==> config.mk <==
export PLATFORM = sky130hd
export DESIGN_NAME = stopwatch_ctrl_flat
export DESIGN_NICKNAME = d
export VERILOG_FILES = /design/src/rtl/stopwatch_pkg.sv /design/src/rtl/stopwatch_ctrl_if.sv /design/src/rtl/sw_button_cond.sv /design/src/rtl/stopwatch_ctrl.sv /design/src/flat_wrapper.sv
export SDC_FILE = /design/constraint.sdc
export NUM_CORES = 1
export LEC_CHECK = 0
export CAP_MARGIN = 25
export CORE_MARGIN = 10
export CORE_UTILIZATION = 50
export CTS_BUF_LIST = sky130_fd_sc_hd__clkbuf_8
export CTS_CLUSTER_SIZE = 16
export DETAILED_ROUTE_END_ITERATION = 16
export PLACE_DENSITY = 0.78
export SLEW_MARGIN = 20
export SYNTH_ARGS = -nofsm -noshare
export SYNTH_HDL_FRONTEND = slang
export SYNTH_SLANG_ARGS = --single-unit
==> constraint.sdc <==
create_clock -name clk -period 1.8 [get_ports clk]
set_input_delay 0.36 -clock clk [delete_from_list [all_inputs] [get_ports clk]]
set_output_delay 0.36 -clock clk [all_outputs]
set_load 0.02 [all_outputs]
==> src/rtl/stopwatch_pkg.sv <==
// stopwatch_pkg: shared state encoding, digit types and constants for the stopwatch controller
package stopwatch_pkg;
  localparam int DIGIT_W = 4;
  typedef logic [DIGIT_W-1:0] digit_t;
  typedef struct packed {
    digit_t minute;
    digit_t tensec;
    digit_t onesec;
    digit_t tenth;
  } time_t;
  localparam time_t ZERO_TIME = '0;
  typedef enum logic [2:0] {IDLE, RUN, STOP, LAP, DONE} state_t;
endpackage

==> src/rtl/stopwatch_ctrl_if.sv <==
// stopwatch_ctrl_if: link between the stopwatch controller (master) and the BCD counter (slave)
interface stopwatch_ctrl_if;
  import stopwatch_pkg::*;
  digit_t cnt_minute, cnt_tensec, cnt_onesec, cnt_tenth;
  logic cnt_cascade, cnt_enable, cnt_up, cnt_clear;
  modport master (
    input  cnt_minute, cnt_tensec, cnt_onesec, cnt_tenth, cnt_cascade,
    output cnt_enable, cnt_up, cnt_clear
  );
  modport slave (
    output cnt_minute, cnt_tensec, cnt_onesec, cnt_tenth, cnt_cascade,
    input  cnt_enable, cnt_up, cnt_clear
  );
endinterface

==> src/rtl/sw_button_cond.sv <==
// sw_button_cond: synchronize, optionally debounce (STOPWATCH_DEBOUNCE_EN) and edge-detect one button into a press pulse
module sw_button_cond #(
  parameter int DEBOUNCE_CYC = 500000
) (
  input  logic clk,
  input  logic reset,
  input  logic btn,
  output logic press
);
  logic [1:0] sync;
  logic level, level_q;
  always_ff @(posedge clk or posedge reset)
    if (reset) sync <= '0;
    else sync <= {sync[0], btn};
`ifdef STOPWATCH_DEBOUNCE_EN
  localparam int CW = $clog2(DEBOUNCE_CYC + 1);
  logic [CW-1:0] stable;
  // accept the synchronized level only after it has differed from the accepted one for DEBOUNCE_CYC cycles
  always_ff @(posedge clk or posedge reset)
    if (reset) begin
      stable <= '0;
      level  <= 1'b0;
    end else if (sync[1] == level) stable <= '0;
    else if (stable == CW'(DEBOUNCE_CYC - 1)) begin
      stable <= '0;
      level  <= sync[1];
    end else stable <= stable + CW'(1);
`else
  assign level = sync[1] & (DEBOUNCE_CYC >= 1);
`endif
  always_ff @(posedge clk or posedge reset)
    if (reset) begin
      level_q <= 1'b0;
      press   <= 1'b0;
    end else begin
      level_q <= level;
      press   <= level & ~level_q;
    end
endmodule

==> src/rtl/stopwatch_ctrl.sv <==
// stopwatch_ctrl: run/stop/lap/count-down sequencing for a BCD stopwatch counter.
// Define STOPWATCH_DEBOUNCE_EN to enable full button debounce.
module stopwatch_ctrl
  import stopwatch_pkg::*;
#(
  parameter int TICK_DIV     = 5000000,
  parameter int DEBOUNCE_CYC = 500000
) (
  input  logic   clk,
  input  logic   reset,
  input  logic   btn_start,
  input  logic   btn_lap,
  input  logic   btn_dir,
  stopwatch_ctrl_if.master cnt,
  output digit_t disp_minute,
  output digit_t disp_tensec,
  output digit_t disp_onesec,
  output digit_t disp_tenth,
  output logic   running,
  output logic   lap_active,
  output logic   alarm,
  output logic   ovf
);
  localparam int PW = $clog2(TICK_DIV);
  state_t state, nxt;
  logic [PW-1:0] presc;
  time_t live, lap_q;
  logic p_start, p_lap, p_dir, zero_down, latch, tog, clr_nxt, clr_q, up_q, en_q;
  sw_button_cond #(.DEBOUNCE_CYC(DEBOUNCE_CYC)) u_start (.clk(clk), .reset(reset), .btn(btn_start), .press(p_start));
  sw_button_cond #(.DEBOUNCE_CYC(DEBOUNCE_CYC)) u_lap   (.clk(clk), .reset(reset), .btn(btn_lap),   .press(p_lap));
  sw_button_cond #(.DEBOUNCE_CYC(DEBOUNCE_CYC)) u_dir   (.clk(clk), .reset(reset), .btn(btn_dir),   .press(p_dir));
  assign live = {cnt.cnt_minute, cnt.cnt_tensec, cnt.cnt_onesec, cnt.cnt_tenth};
  assign running = state inside {RUN, LAP};
  assign lap_active = state == LAP;
  assign alarm = state == DONE;
  assign zero_down = !up_q && live == ZERO_TIME;
  assign latch = state == RUN && nxt == LAP;
  assign cnt.cnt_enable = running && presc == PW'(TICK_DIV - 1);
  assign cnt.cnt_up = up_q;
  assign cnt.cnt_clear = clr_q;
  assign {disp_minute, disp_tensec, disp_onesec, disp_tenth} = lap_active ? lap_q : live;
  // reaching zero while counting down wins so the counter never borrows past 0.0.0.0
  always_comb begin
    nxt = state;
    tog = 1'b0;
    clr_nxt = 1'b0;
    case (state)
      IDLE: begin
        nxt = p_start ? (up_q ? RUN : DONE) : IDLE;
        tog = p_dir;
      end
      RUN:  nxt = zero_down ? DONE : p_start ? STOP : p_lap ? LAP : RUN;
      LAP:  nxt = zero_down ? DONE : p_start ? STOP : p_lap ? RUN : LAP;
      STOP: begin
        nxt = p_start ? RUN : p_lap ? IDLE : STOP;
        clr_nxt = !p_start && p_lap;
        tog = p_dir;
      end
      DONE: begin
        nxt = (p_start || p_lap) ? IDLE : DONE;
        clr_nxt = p_start || p_lap;
      end
      default: nxt = IDLE;
    endcase
  end
  always_ff @(posedge clk or posedge reset)
    if (reset) begin
      state <= IDLE;
      presc <= '0;
      up_q  <= 1'b1;
      clr_q <= 1'b0;
      en_q  <= 1'b0;
      lap_q <= ZERO_TIME;
      ovf   <= 1'b0;
    end else begin
      state <= nxt;
      up_q  <= up_q ^ tog;
      clr_q <= clr_nxt;
      en_q  <= cnt.cnt_enable;
      presc <= (clr_q || cnt.cnt_enable) ? '0 : running ? presc + PW'(1) : presc;
      if (latch) lap_q <= live;
      ovf <= clr_q ? 1'b0 : ovf | (en_q & cnt.cnt_cascade & up_q);
    end
endmodule

==> src/flat_wrapper.sv <==
// flat-port wrapper written by rule: the top's interface ports become plain ports
module stopwatch_ctrl_flat import stopwatch_pkg::*;
#(
  parameter int TICK_DIV     = 5000000,
  parameter int DEBOUNCE_CYC = 500000
)
  (clk, reset, btn_start, btn_lap, btn_dir, disp_minute, disp_tensec, disp_onesec, disp_tenth, running, lap_active, alarm, ovf, cnt_cnt_minute, cnt_cnt_tensec, cnt_cnt_onesec, cnt_cnt_tenth, cnt_cnt_cascade, cnt_cnt_enable, cnt_cnt_up, cnt_cnt_clear);
  stopwatch_ctrl_if cnt_i ();
  input  logic clk;
  input  logic reset;
  input  logic btn_start;
  input  logic btn_lap;
  input  logic btn_dir;
  output digit_t disp_minute;
  output digit_t disp_tensec;
  output digit_t disp_onesec;
  output digit_t disp_tenth;
  output logic running;
  output logic lap_active;
  output logic alarm;
  output logic ovf;
  input wire logic [$bits(cnt_i.cnt_minute)-1:0] cnt_cnt_minute;
  input wire logic [$bits(cnt_i.cnt_tensec)-1:0] cnt_cnt_tensec;
  input wire logic [$bits(cnt_i.cnt_onesec)-1:0] cnt_cnt_onesec;
  input wire logic [$bits(cnt_i.cnt_tenth)-1:0] cnt_cnt_tenth;
  input wire logic [$bits(cnt_i.cnt_cascade)-1:0] cnt_cnt_cascade;
  output wire logic [$bits(cnt_i.cnt_enable)-1:0] cnt_cnt_enable;
  output wire logic [$bits(cnt_i.cnt_up)-1:0] cnt_cnt_up;
  output wire logic [$bits(cnt_i.cnt_clear)-1:0] cnt_cnt_clear;
  assign cnt_i.cnt_minute = cnt_cnt_minute;
  assign cnt_i.cnt_tensec = cnt_cnt_tensec;
  assign cnt_i.cnt_onesec = cnt_cnt_onesec;
  assign cnt_i.cnt_tenth = cnt_cnt_tenth;
  assign cnt_i.cnt_cascade = cnt_cnt_cascade;
  assign cnt_cnt_enable = cnt_i.cnt_enable;
  assign cnt_cnt_up = cnt_i.cnt_up;
  assign cnt_cnt_clear = cnt_i.cnt_clear;
  stopwatch_ctrl #(.TICK_DIV(TICK_DIV), .DEBOUNCE_CYC(DEBOUNCE_CYC)) u_core (.clk(clk), .reset(reset), .btn_start(btn_start), .btn_lap(btn_lap), .btn_dir(btn_dir), .cnt(cnt_i), .disp_minute(disp_minute), .disp_tensec(disp_tensec), .disp_onesec(disp_onesec), .disp_tenth(disp_tenth), .running(running), .lap_active(lap_active), .alarm(alarm), .ovf(ovf));
endmodule
After elaboration in Yosys (flattened, before gate mapping)
Cells that the tools add are included.
{"block": "classes", "n_addsub": 1, "eq_ne": 6, "mux": 18, "bitwise": 10, "n_reduce_logical": 13}
{"cell": "2-to-1 mux 23 bit", "n": 2}
{"cell": "2-to-1 mux 3 bit", "n": 8}
{"cell": "adder 23 x 1 -> 23 bit, second input constant", "n": 1}
{"cell": "== test 23 bit, second input constant", "n": 1}
{"cell": "zero test 16 bit", "n": 1}
{"cell": "2-to-1 mux 16 bit", "n": 1}
{"cell": "one-hot mux 3 bit (5 select lines)", "n": 1}
{"cell": "== test 3 x 2 -> 1 bit, second input constant", "n": 3}
{"cell": "2-to-1 mux 2 bit", "n": 3}
{"cell": "AND 1 bit", "n": 5}
{"cell": "logical AND 1 bit", "n": 4}
{"cell": "nonzero test 2 bit", "n": 2}
{"cell": "== test 3 x 1 -> 1 bit, second input constant", "n": 1}
{"cell": "== test 3 bit, second input constant", "n": 1}
{"cell": "zero test 3 bit", "n": 1}
{"cell": "NOT 1 bit", "n": 3}
{"cell": "zero test 1 bit", "n": 2}
{"cell": "logical OR 1 bit", "n": 2}
{"cell": "2-to-1 mux 1 bit", "n": 2}
{"cell": "one-hot mux 1 bit (2 select lines)", "n": 1}
{"cell": "OR reduction 2 bit", "n": 1}
{"cell": "bitwise OR 1 bit", "n": 1}
{"cell": "XOR 1 bit", "n": 1}
{"block": "totals", "register_bits": 58, "inputBits": 22, "output_inout_bits": 23, "word_cells": 67}

Longest topological paths before layout
Gate-level depths: netlist of the first run.
{"block": "logic_depth", "ltp_word": 6, "mapped_depth": 7, "ltp_nobuf": 5}

By module
Synthesis of the first run repeated with hierarchy kept, for this count alone.
{"block": "unflattened", "hier_cells": 246, "area_unflattened_um2": 2832.7}
{"module": "stopwatch_ctrl", "n_inst": 1, "cells_each": 228, "area_each_um2": 2479.9, "seq_area_each_um2": 1152.4}
{"module": "sw_button_cond", "n_inst": 3, "cells_each": 6, "area_each_um2": 117.6, "seq_area_each_um2": 100.1}

Least setup slack after synthesis of the first run
OpenSTA, ideal clock, no wires.
{"block": "synth_timing", "kind": "flip-flop to output port", "startpoint": "reg u_core.state[0]", "endpoint": "out disp_minute[0]", "arrival_time_ns": 1.676, "required_time_ns": 1.440, "setup_slack_ns": -0.236, "path_stages_with_launch": 7, "path_buffers": 3, "cell_sequence": "dfrtp_1 buf_2 and2b_2 buf_4 nand2_2 buf_2 mux2_2"}
{"block": "synth_between", "elab_chain_cells": 2}
{"element": "start: declaration", "line": "stopwatch_ctrl.sv:25", "text": "state_t state, nxt;"}
{"element": "start signal: assignment", "line": "stopwatch_ctrl.sv:76", "text": "state <= nxt;"}
{"element": "== test 3 x 2 -> 1 bit", "line": "stopwatch_ctrl.sv:34", "text": "assign lap_active = state == LAP;"}
{"element": "2-to-1 mux 16 bit", "line": "stopwatch_ctrl.sv:41", "text": "assign {disp_minute, disp_tensec, disp_onesec, disp_tenth} = lap_active ? lap_q : live;"}
{"element": "end: declaration", "line": "flat_wrapper.sv:14", "text": "output digit_t disp_minute;"}
No other way between the ends.

Worst setup path in the final report of the first run
{"block": "layout_timing", "startpoint": "reg u_core.state[2]", "endpoint": "out disp_tenth[0]"}
{"block": "layout_between", "elab_chain_cells": 2}
{"element": "== test 3 x 2 -> 1 bit", "line": "stopwatch_ctrl.sv:34"}
{"element": "2-to-1 mux 16 bit", "line": "stopwatch_ctrl.sv:41"}
{"element": "end: declaration", "line": "flat_wrapper.sv:17", "text": "output digit_t disp_tenth;"}
No other way between the ends.

==> run summary, run 1 <==
Critical Path RT -> 1440 ps
FFs w/ async S/R, synth -> 100%
grt ovf -> 0
Synth Flop Type -> dfrtp_1
CTS sink count -> 58
Wirelength per Cell -> 18.7 µm
pwr/cell area -> 1130 nW/µm²
Total Wirelength -> 7.89 mm
Worst Path Max Fanout -> 5
Root Buffer -> clkbuf_8
top sig layer -> met4
Final GP Congestion -> 0.815
Die X -> 94.8 µm
Die ar. -> 8990 µm²
DRT Pass-1 Iters -> 4
initial antenna violation count -> 0
final core utilization -> 77.1%
worst min-delay path class -> input pin to async pin
total of warnings raised by yosys -> 0
status -> finished with violations
DP Worst Slack -> -471 ps
crit path DAT -> 1740 ps
RSZ-0062 raised after global routing -> yes
Tot GR Track Use -> 16.8%
H-tree Lvls -> 3
nets -> 370
share of the synthesized area in the top cell type -> 50.9%
DP Area -> 3650 µm²
worst-skew pair later-pin latency -> 340 ps
max_cap viols -> 0
Static Leak -> 1.88 nW
synth top area cells -> dfrtp_1 (51%), mux2_2 (13%), xor2_1 (3.4%), a21oi_1 (2.5%), nor2_1 (2.3%)
Met2 Wirelength -> 3.94 mm
Worst Setup Slack, final -> -303 ps
final instance area -> 4220 µm²
syn nets -> 264
Clock Tree Buf Depth -> 2
skew final -> 7.25 ps
initial cell density of the core -> 51.2%
CTS Buf Count -> 9
Slew @ Worst Pin -> 353 ps
synth unique cells -> 45
Fill cells -> 322
DRT iter0 DRCs -> 185
wl on met1 -> 3.30 mm
largest net degree at the start of global routing -> 23
Seq cells post-synth -> 58
Layout area overhead -> 50.7%
Non-Filler Instances -> 423
number of I/O pins -> 45
Syn Area/Cell -> 11.6 µm²
Setup CP Type -> flip-flop to primary output
Seq/Total Area, Yosys -> 51.9%
clk slew on worst S/H paths -> 60 ps
Final Hold Viols -> 0
number of global-route vias before repair -> 2443
Crit. End Element -> primary output
port bufs -> 44
CTS tree -> built
leading area contributor after synthesis -> dfrtp_1
Post-Synthesis Cells -> 241
metal3 WL -> 462 µm
Multi-input gate area -> 1490 µm²
layout cells sized above 1 -> 49.3%
Placed Cells incl. Taps -> 394
fin crit share -> 117%
Relative slew margins -> 76.4%
EDFF count, synth -> 0
Via density -> 5.56
core area -> 5470 µm²
setup violators final -> 55
failing checks -> negative setup slack
final setup TNS -> -8580 ps
Antenna diodes -> 0
Final Max Tran Viols -> 0
power consumption -> 4.78 mW
first-pass GRT wire length -> 11.9 mm
Via Count -> 2352
WHS -> 343 ps
die height -> 94.8 µm
flip-flop and latch area -> 1450 µm²
peak supply drop -> 0.737 mV
DRC errors left -> 0
# rows -> 27
Worst Setup Start Kind -> flip-flop
fmax -> 476 MHz
Routed Antenna Nets -> 0
DPL Wire Length -> 4.84 mm
fin crit period -> 2100 ps
Netlist Area Pre-Place -> 2800 µm²
## registers in the layout, summed over array words and instances, names as in the netlist
| signal | flops |
|---|---|
| u_core.cnt.cnt_clear | 1 |
| u_core.cnt.cnt_up | 1 |
| u_core.en_q | 1 |
| u_core.lap_q | 16 |
| u_core.ovf | 1 |
| u_core.presc | 23 |
| u_core.state | 3 |
| u_core.u_dir.level_q | 1 |
| u_core.u_dir.press | 1 |
| u_core.u_dir.sync | 2 |
| u_core.u_lap.level_q | 1 |
| u_core.u_lap.press | 1 |
| u_core.u_lap.sync | 2 |
| u_core.u_start.level_q | 1 |
| u_core.u_start.press | 1 |
| u_core.u_start.sync | 2 |
## worst paths after layout
path	start	end	slack, ps	depth (start not counted)
min in group clk	u_core.u_lap.sync[0]	u_core.u_lap.sync[1]	350	0
worst max-delay path	u_core.state[2]	disp_tenth[0]	-300	5
max in group asynchronous	reset	u_core.cnt.cnt_up	910	3
worst max register to register	u_core.state[2]	u_core.lap_q[14]	-150	7
worst min-delay path	reset	u_core.u_dir.sync[1]	340	2
worst min register to register	u_core.u_lap.sync[0]	u_core.u_lap.sync[1]	350	0
## cells by family (layout without fill, tap and decap cells)
logic type | after synthesis | after routing | share of synthesized area, %
AO/OA/AOI/OAI | 35 | 35 | 8.13
XOR/XNOR | 12 | 12 | 3.75
adder cells (fa/ha/maj) | 1 | 1 | 0.447
buffers and inverters | 16 | 124 | 3.35
flip-flops | 58 | 58 | 51.9
multiplexers | 33 | 33 | 13.2
AND/OR/NAND/NOR | 86 | 88 | 19.2
## cell usage after synthesis (all sizes together) (3+ instances only)
library cell	n
nor4	3
inv	5
or4	3
o21ai	11
o31ai	5
and3	3
nand2	11
a21oi	14
nand3	9
dfrtp	57
mux2	32
or3	10
nand4	7
buf	10
and4	3
nor2b	4
nor3b	3
nor3	3
nor4b	3
nor2	17
xor2	11
## critical path: stages, from the launching register on
cell and delay, ps:
dfrtp_1 380, and2b_4 310, buf_6 160, nand2_8 80, mux2_4 320, buf_6 140
## cells in the final DEF, fill, tap and decap left out, types with 2 or more instances in the layout
master | netlist | routed
dlygate4sd2_1 | 0 | 2
buf_4 | 1 | 47
buf_12 | 0 | 2
a21oi_2 | 0 | 11
nand4_1 | 4 | 4
and3_1 | 3 | 2
inv_2 | 0 | 2
or4_1 | 3 | 3
dfrtp_1 | 57 | 56
a21oi_1 | 14 | 3
clkbuf_8 | 0 | 10
mux2_2 | 32 | 26
nand2_1 | 10 | 10
inv_1 | 5 | 5
nand3_1 | 9 | 9
o21ai_0 | 11 | 11
nor2_2 | 0 | 4
nand2_8 | 0 | 3
nor4b_4 | 1 | 2
nor2b_1 | 4 | 4
clkinv_2 | 0 | 2
clkdlybuf4s50_1 | 0 | 22
nor3b_1 | 3 | 2
xor2_1 | 11 | 11
nor4_2 | 0 | 3
buf_6 | 3 | 29
mux2_4 | 0 | 6
and4_1 | 3 | 3
nand4_2 | 3 | 3
nor2_1 | 17 | 7
o31ai_1 | 3 | 3
o31ai_4 | 2 | 2
nor2_4 | 0 | 6
or3_1 | 9 | 9
## final cells by class
cell class	instances	area share [%]
Inverter	5	0.445
Tap cell	72	2.14
Timing Repair Buffer	104	23.2
Clock buffer	10	3.26
Sequential cell	58	34.5
Clock inverter	5	1.13
Multi-Input combinational cell	169	35.4
## report_power, final
part,leakage [nW],internal [mW],switching [mW]
clock network,0.105,0.654,0.496
registers,0.744,1.60,0.258
logic,1.03,0.924,0.842
total,1.88,3.18,1.60
## metal layers
layer | GRT usage, % | up-vias
li1 | - | 1097
met1 | 20.7 | 1146
met2 | 26.7 | 90
met3 | 3.57 | 19
met4 | 9.98 | 0
met5 | 0 | -
## timing repair
action | CTS | global route
endpoints found under the setup margin | 57 | 58
gates cloned | 3 | 0
pin swaps | 5 | 15
resized for setup | 126 | 55
setup buffers | 8 | 5
hold buffers | 0 | 0
Note: power is estimated with default switching activity, not from simulation.
==> inputs of run 2 (changes only) <==
CORE_MARGIN = 8   (was 10)
HOLD_SLACK_MARGIN = 0.12   (was not set)
==> run 2 against run 1 <==
Net effect: the run still ends with negative setup slack left; clock skew grew 1.1 ps; non-clock buffer count rose by 3; global-route usage is 1.7 points higher; critical path type unchanged.
==> run summary, run 2 (synthesized netlist as in run 1, its figures left out) <==
status -> finished with violations
failing checks -> negative setup slack
DRT iter0 DRCs -> 238
pwr/cell area -> 1230 nW/µm²
Final Hold Viols -> 0
CTS tree -> built
nets -> 373
fmax -> 479 MHz
Top Registers -> u_core.presc: 23 flops, u_core.lap_q: 16 flops, u_core.state: 3 flops
max reg flops -> 23
Wirelength per Cell -> 19.6 µm
worst-skew pair later-pin latency -> 340 ps
Fill cells -> 332
port bufs -> 44
Via Count -> 2473
Routed Antenna Nets -> 0
Slew @ Worst Pin -> 357 ps
most frequent cells in the layout -> dfrtp_1 (56), buf_4 (51), mux2_2 (28)
worst min-delay path class -> input pin to async pin
crit path DAT -> 1730 ps
DRT Pass-1 Iters -> 4
final setup TNS -> -8270 ps
H-tree Lvls -> 3
max_cap viols -> 0
DRC errors left -> 0
Relative slew margins -> 76.0%
initial antenna violation count -> 0
Worst Setup Slack, final -> -286 ps
layout cells sized above 1 -> 49.6%
Critical Path RT -> 1440 ps
Top reg by flops -> u_core.presc
power consumption -> 5.19 mW
core area -> 5470 µm²
WHS -> 308 ps
Die X -> 90.8 µm
number of I/O pins -> 45
Root Buffer -> clkbuf_8
skew final -> 8.34 ps
grt ovf -> 0
largest net degree at the start of global routing -> 24
CTS sink count -> 58
Worst Setup Start Kind -> flip-flop
die height -> 90.8 µm
Clock Tree Buf Depth -> 2
Crit. End Element -> primary output
number of global-route vias before repair -> 2464
initial cell density of the core -> 51.2%
Final Max Tran Viols -> 0
RSZ-0062 raised after global routing -> yes
CTS Buf Count -> 9
clk slew on worst S/H paths -> 60 ps
Die ar. -> 8250 µm²
Static Leak -> 1.87 nW
Layout area overhead -> 50.3%
Worst Path Max Fanout -> 5
leading cell type in the layout, fill and taps excluded -> dfrtp_1
DPL Wire Length -> 5.08 mm
Tot GR Track Use -> 18.5%
Final GP Congestion -> 0.833
fin crit period -> 2090 ps
# rows -> 27
setup violators final -> 57
Total Wirelength -> 8.36 mm
peak supply drop -> 0.743 mV
Via density -> 5.79
fin crit share -> 116%
Antenna diodes -> 0
first-pass GRT wire length -> 12.0 mm
Setup CP Type -> flip-flop to primary output
==> run 2: cell type report <==
| class | count | area, µm² | area share [%] |
|---|---|---|---|
| inverter | 5 | 18.8 | 0.446 |
| timing repair buffer | 107 | 962 | 22.9 |
| tap | 72 | 90.1 | 2.14 |
| clock buffer | 10 | 138 | 3.27 |
| multi-input combinational | 169 | 1460 | 34.8 |
| clock inverter | 6 | 81.3 | 1.93 |
| sequential | 58 | 1450 | 34.6 |
==> run 2: timing repair <==
item / CTS / global route
hold buffers: 0 / 0
endpoints found under the setup margin: 48 / 59
setup buffers: 5 / 9
pin swaps: 2 / 14
resized for setup: 104 / 50
gates cloned: 2 / 1
==> run 2: power by group <==
part           total [mW]  switching, mW  internal [mW]
combinational        2.01          0.927           1.08
sequential           1.84          0.239           1.60
clock                1.34          0.530          0.807
==> run 2: path summary, 6_finish.rpt <==
kind	from	to	slack, ps	cells after the start
max reg2reg	u_core.state[2]	u_core.lap_q[15]	-150	8
min	reset	u_core.presc[1]	310	2
min in group clk	u_core.u_dir.sync[0]	u_core.u_dir.sync[1]	350	0
max in group asynchronous	reset	u_core.presc[18]	1010	3
min reg2reg	u_core.u_dir.sync[0]	u_core.u_dir.sync[1]	350	0
max	u_core.state[2]	cnt_cnt_enable	-290	5
==> run 2: worst max-delay path: stages (launching register included) <==
cell and delay [ps]:
dfrtp_1 390, and2b_4 310, buf_6 110, nand4_1 130, nor3_2 270, buf_4 180
==> run 2: per-stage QoR <==
stage	cell area, µm²	setup WS, ps	cells	util, %
finish	4210	-286	427	76.9
global placement	3660	-349	395	66.9
CTS	3940	-293	418	71.9
floorplan	2850	-47.8	241	-
detailed placement	3660	-395	395	66.9
global route	4210	-345	427	76.9
==> run 2: per-layer routing <==
layer / track usage [%] / vias up / part of all wire [%]
met5: 0 / - / 0
met3: 4.41 / 20 / 6.4
met4: 11.5 / 0 / 2.7
met1: 21.2 / 1239 / 40
met2: 30.5 / 114 / 51
li1: - / 1100 / -
==> inputs of run 3 (changes only) <==
SKIP_CTS_REPAIR_TIMING = 1   (was not set)
==> run 3 against run 2 <==
Net effect: the flow still finishes with violations (negative setup slack); sequential cell count did not move; maximum frequency up 1.6%; die area stayed put; critical path depth decreased by 2; core utilization fell by 3.7 points; non-clock buffer count decreased by 9; sequential power about the same; cell count down 2.3%; critical path type unchanged; highest routed layer unchanged.
==> run summary, run 3 (synthesized netlist as in run 1, its figures left out) <==
number of I/O pins -> 45
CTS Buf Count -> 9
R2R cell count -> 7
Psw -> 1.50 mW
crit path launch -> u_core.presc[21]
Die X -> 90.8 µm
DRT Pass-1 Iters -> 4
FF-to-FF Start -> u_core.state[2]
initial cell density of the core -> 51.2%
Int Power -> 3.23 mW
nets -> 363
crit path DAT -> 1690 ps
worst r2r dst -> u_core.lap_q[10]
worst-skew pair later-pin latency -> 340 ps
Slew @ Worst Pin -> 349 ps
Setup CP Type -> flip-flop to primary output
fin crit share -> 114%
Die ar. -> 8250 µm²
Wirelength per Cell -> 17.9 µm
Relative slew margins -> 76.7%
clk slew on worst S/H paths -> 70 ps
initial antenna violation count -> 0
status -> finished with violations
Routed Antenna Nets -> 0
Critical Path RT -> 1440 ps
failing checks -> negative setup slack
Via Count -> 2339
largest net degree at the start of global routing -> 24
Worst Setup Start Kind -> flip-flop
Root Buffer -> clkbuf_8
switching share of power -> 31.7%
Worst Path Max Fanout -> 4
Antenna diodes -> 0
# rows -> 27
die height -> 90.8 µm
Crit. End Element -> primary output
WHS -> 297 ps
grt ovf -> 0
peak supply drop -> 0.778 mV
fmax -> 487 MHz
Top reg by flops -> u_core.presc
skew final -> 5.27 ps
clock share of power -> 28.1%
layout cells sized above 1 -> 43.2%
setup violators final -> 56
Worst setup endpoint -> cnt_cnt_enable
most frequent cells in the layout -> dfrtp_1 (56), buf_4 (50), mux2_2 (30)
DPL Wire Length -> 5.08 mm
reg-to-reg slack, setup -> -90 ps
Fill cells -> 377
Clock Tree Buf Depth -> 2
Tot GR Track Use -> 17.1%
Worst Setup Slack, final -> -254 ps
max_cap viols -> 0
Comb pwr share -> 33.1%
Final Max Tran Viols -> 0
worst min-delay path class -> input pin to async pin
CTS sink count -> 58
RSZ-0062 raised after global routing -> yes
DRC errors left -> 0
final setup TNS -> -5650 ps
pwr/cell area -> 1180 nW/µm²
Layout area overhead -> 43.1%
Static Leak -> 1.89 nW
core area -> 5470 µm²
port bufs -> 44
flip-flop and latch area -> 1450 µm²
max reg flops -> 23
first-pass GRT wire length -> 11.2 mm
DRT iter0 DRCs -> 130
Multi-input gate area -> 1370 µm²
Total Wirelength -> 7.48 mm
H-tree Lvls -> 3
leading cell type in the layout, fill and taps excluded -> dfrtp_1
Top Registers -> u_core.presc: 23 flops, u_core.lap_q: 16 flops, u_core.state: 3 flops
Final Hold Viols -> 0
CTS tree -> built
fin crit period -> 2050 ps
Final GP Congestion -> 0.833
Via density -> 5.61
sequential share of power -> 38.8%
number of global-route vias before repair -> 2342
==> run 3: cell count changes in the layout (fill, tap and decap cells not counted), sizes merged <==
cell / delta
clkbuf: +1
dlymetal6s2s: +7
clkdlybuf4s50: -5
buf: -10
dlygate4sd2: -2
nand2: -1
==> run 3: metrics by stage <==
| step | setup WS, ps | cell area, µm² | instances | util (%) | total power [mW] |
|---|---|---|---|---|---|
| final | -254 | 4010 | 417 | 73.2 | 4.73 |
| after global routing | -319 | 4010 | 417 | 73.2 | 4.95 |
| after CTS | -755 | 3880 | 411 | 70.9 | 4.58 |
| after detailed placement | -395 | 3660 | 395 | 66.9 | 3.24 |
| after global placement | -349 | 3660 | 395 | 66.9 | 3.17 |
| after floorplan | -47.8 | 2850 | 241 | - | 2.68 |
==> run 3: critical path, cell delays in order, from the launching register on <==
cell and delay, ps:
dfrtp_1 420, or4b_4 570, nor3_4 220, buf_6 140
==> run 3: how the worst min path moves through the flow <==
| stage | from | end | slack [ps] |
|---|---|---|---|
| 2_1_floorplan | u_core.u_dir.sync[0] | u_core.u_dir.sync[1] | 330 |
| 3_3_place_gp | u_core.u_lap.sync[0] | u_core.u_lap.sync[1] | 330 |
| 3_5_place_dp | u_core.u_dir.sync[0] | u_core.u_dir.sync[1] | 340 |
| 4_1_cts | reset | u_core.u_dir.level_q | 300 |
| 5_1_grt | reset | u_core.presc[1] | 330 |
| 6_report | reset | u_core.presc[1] | 300 |
==> run 3: layer usage <==
metal | GRT usage [%] | share of wire [%] | vias up
li1 | - | - | 1079
met1 | 20.2 | 42 | 1173
met2 | 28.0 | 50 | 71
met3 | 4.24 | 5.7 | 16
met4 | 9.55 | 2.3 | 0
met5 | 0 | 0 | -
==> run 3: cell type report <==
type	count	share of cell area (%)
inverter	5	0.468
timing repair buffer	98	21.3
clock inverter	6	2.03
sequential	58	36.3
clock buffer	10	3.43
multi-input combinational	168	34.2
tap	72	2.25
==> run 3: power by group through the flow <==
stage               Sequential, mW  Combinational [mW]  Clock (mW)
finish                        1.83                1.57        1.33
global route                  1.86                1.69        1.40
CTS                           1.80                1.44        1.35
detailed placement            1.81                1.43           0
global placement              1.79                1.37           0
floorplan                     1.77               0.914           0
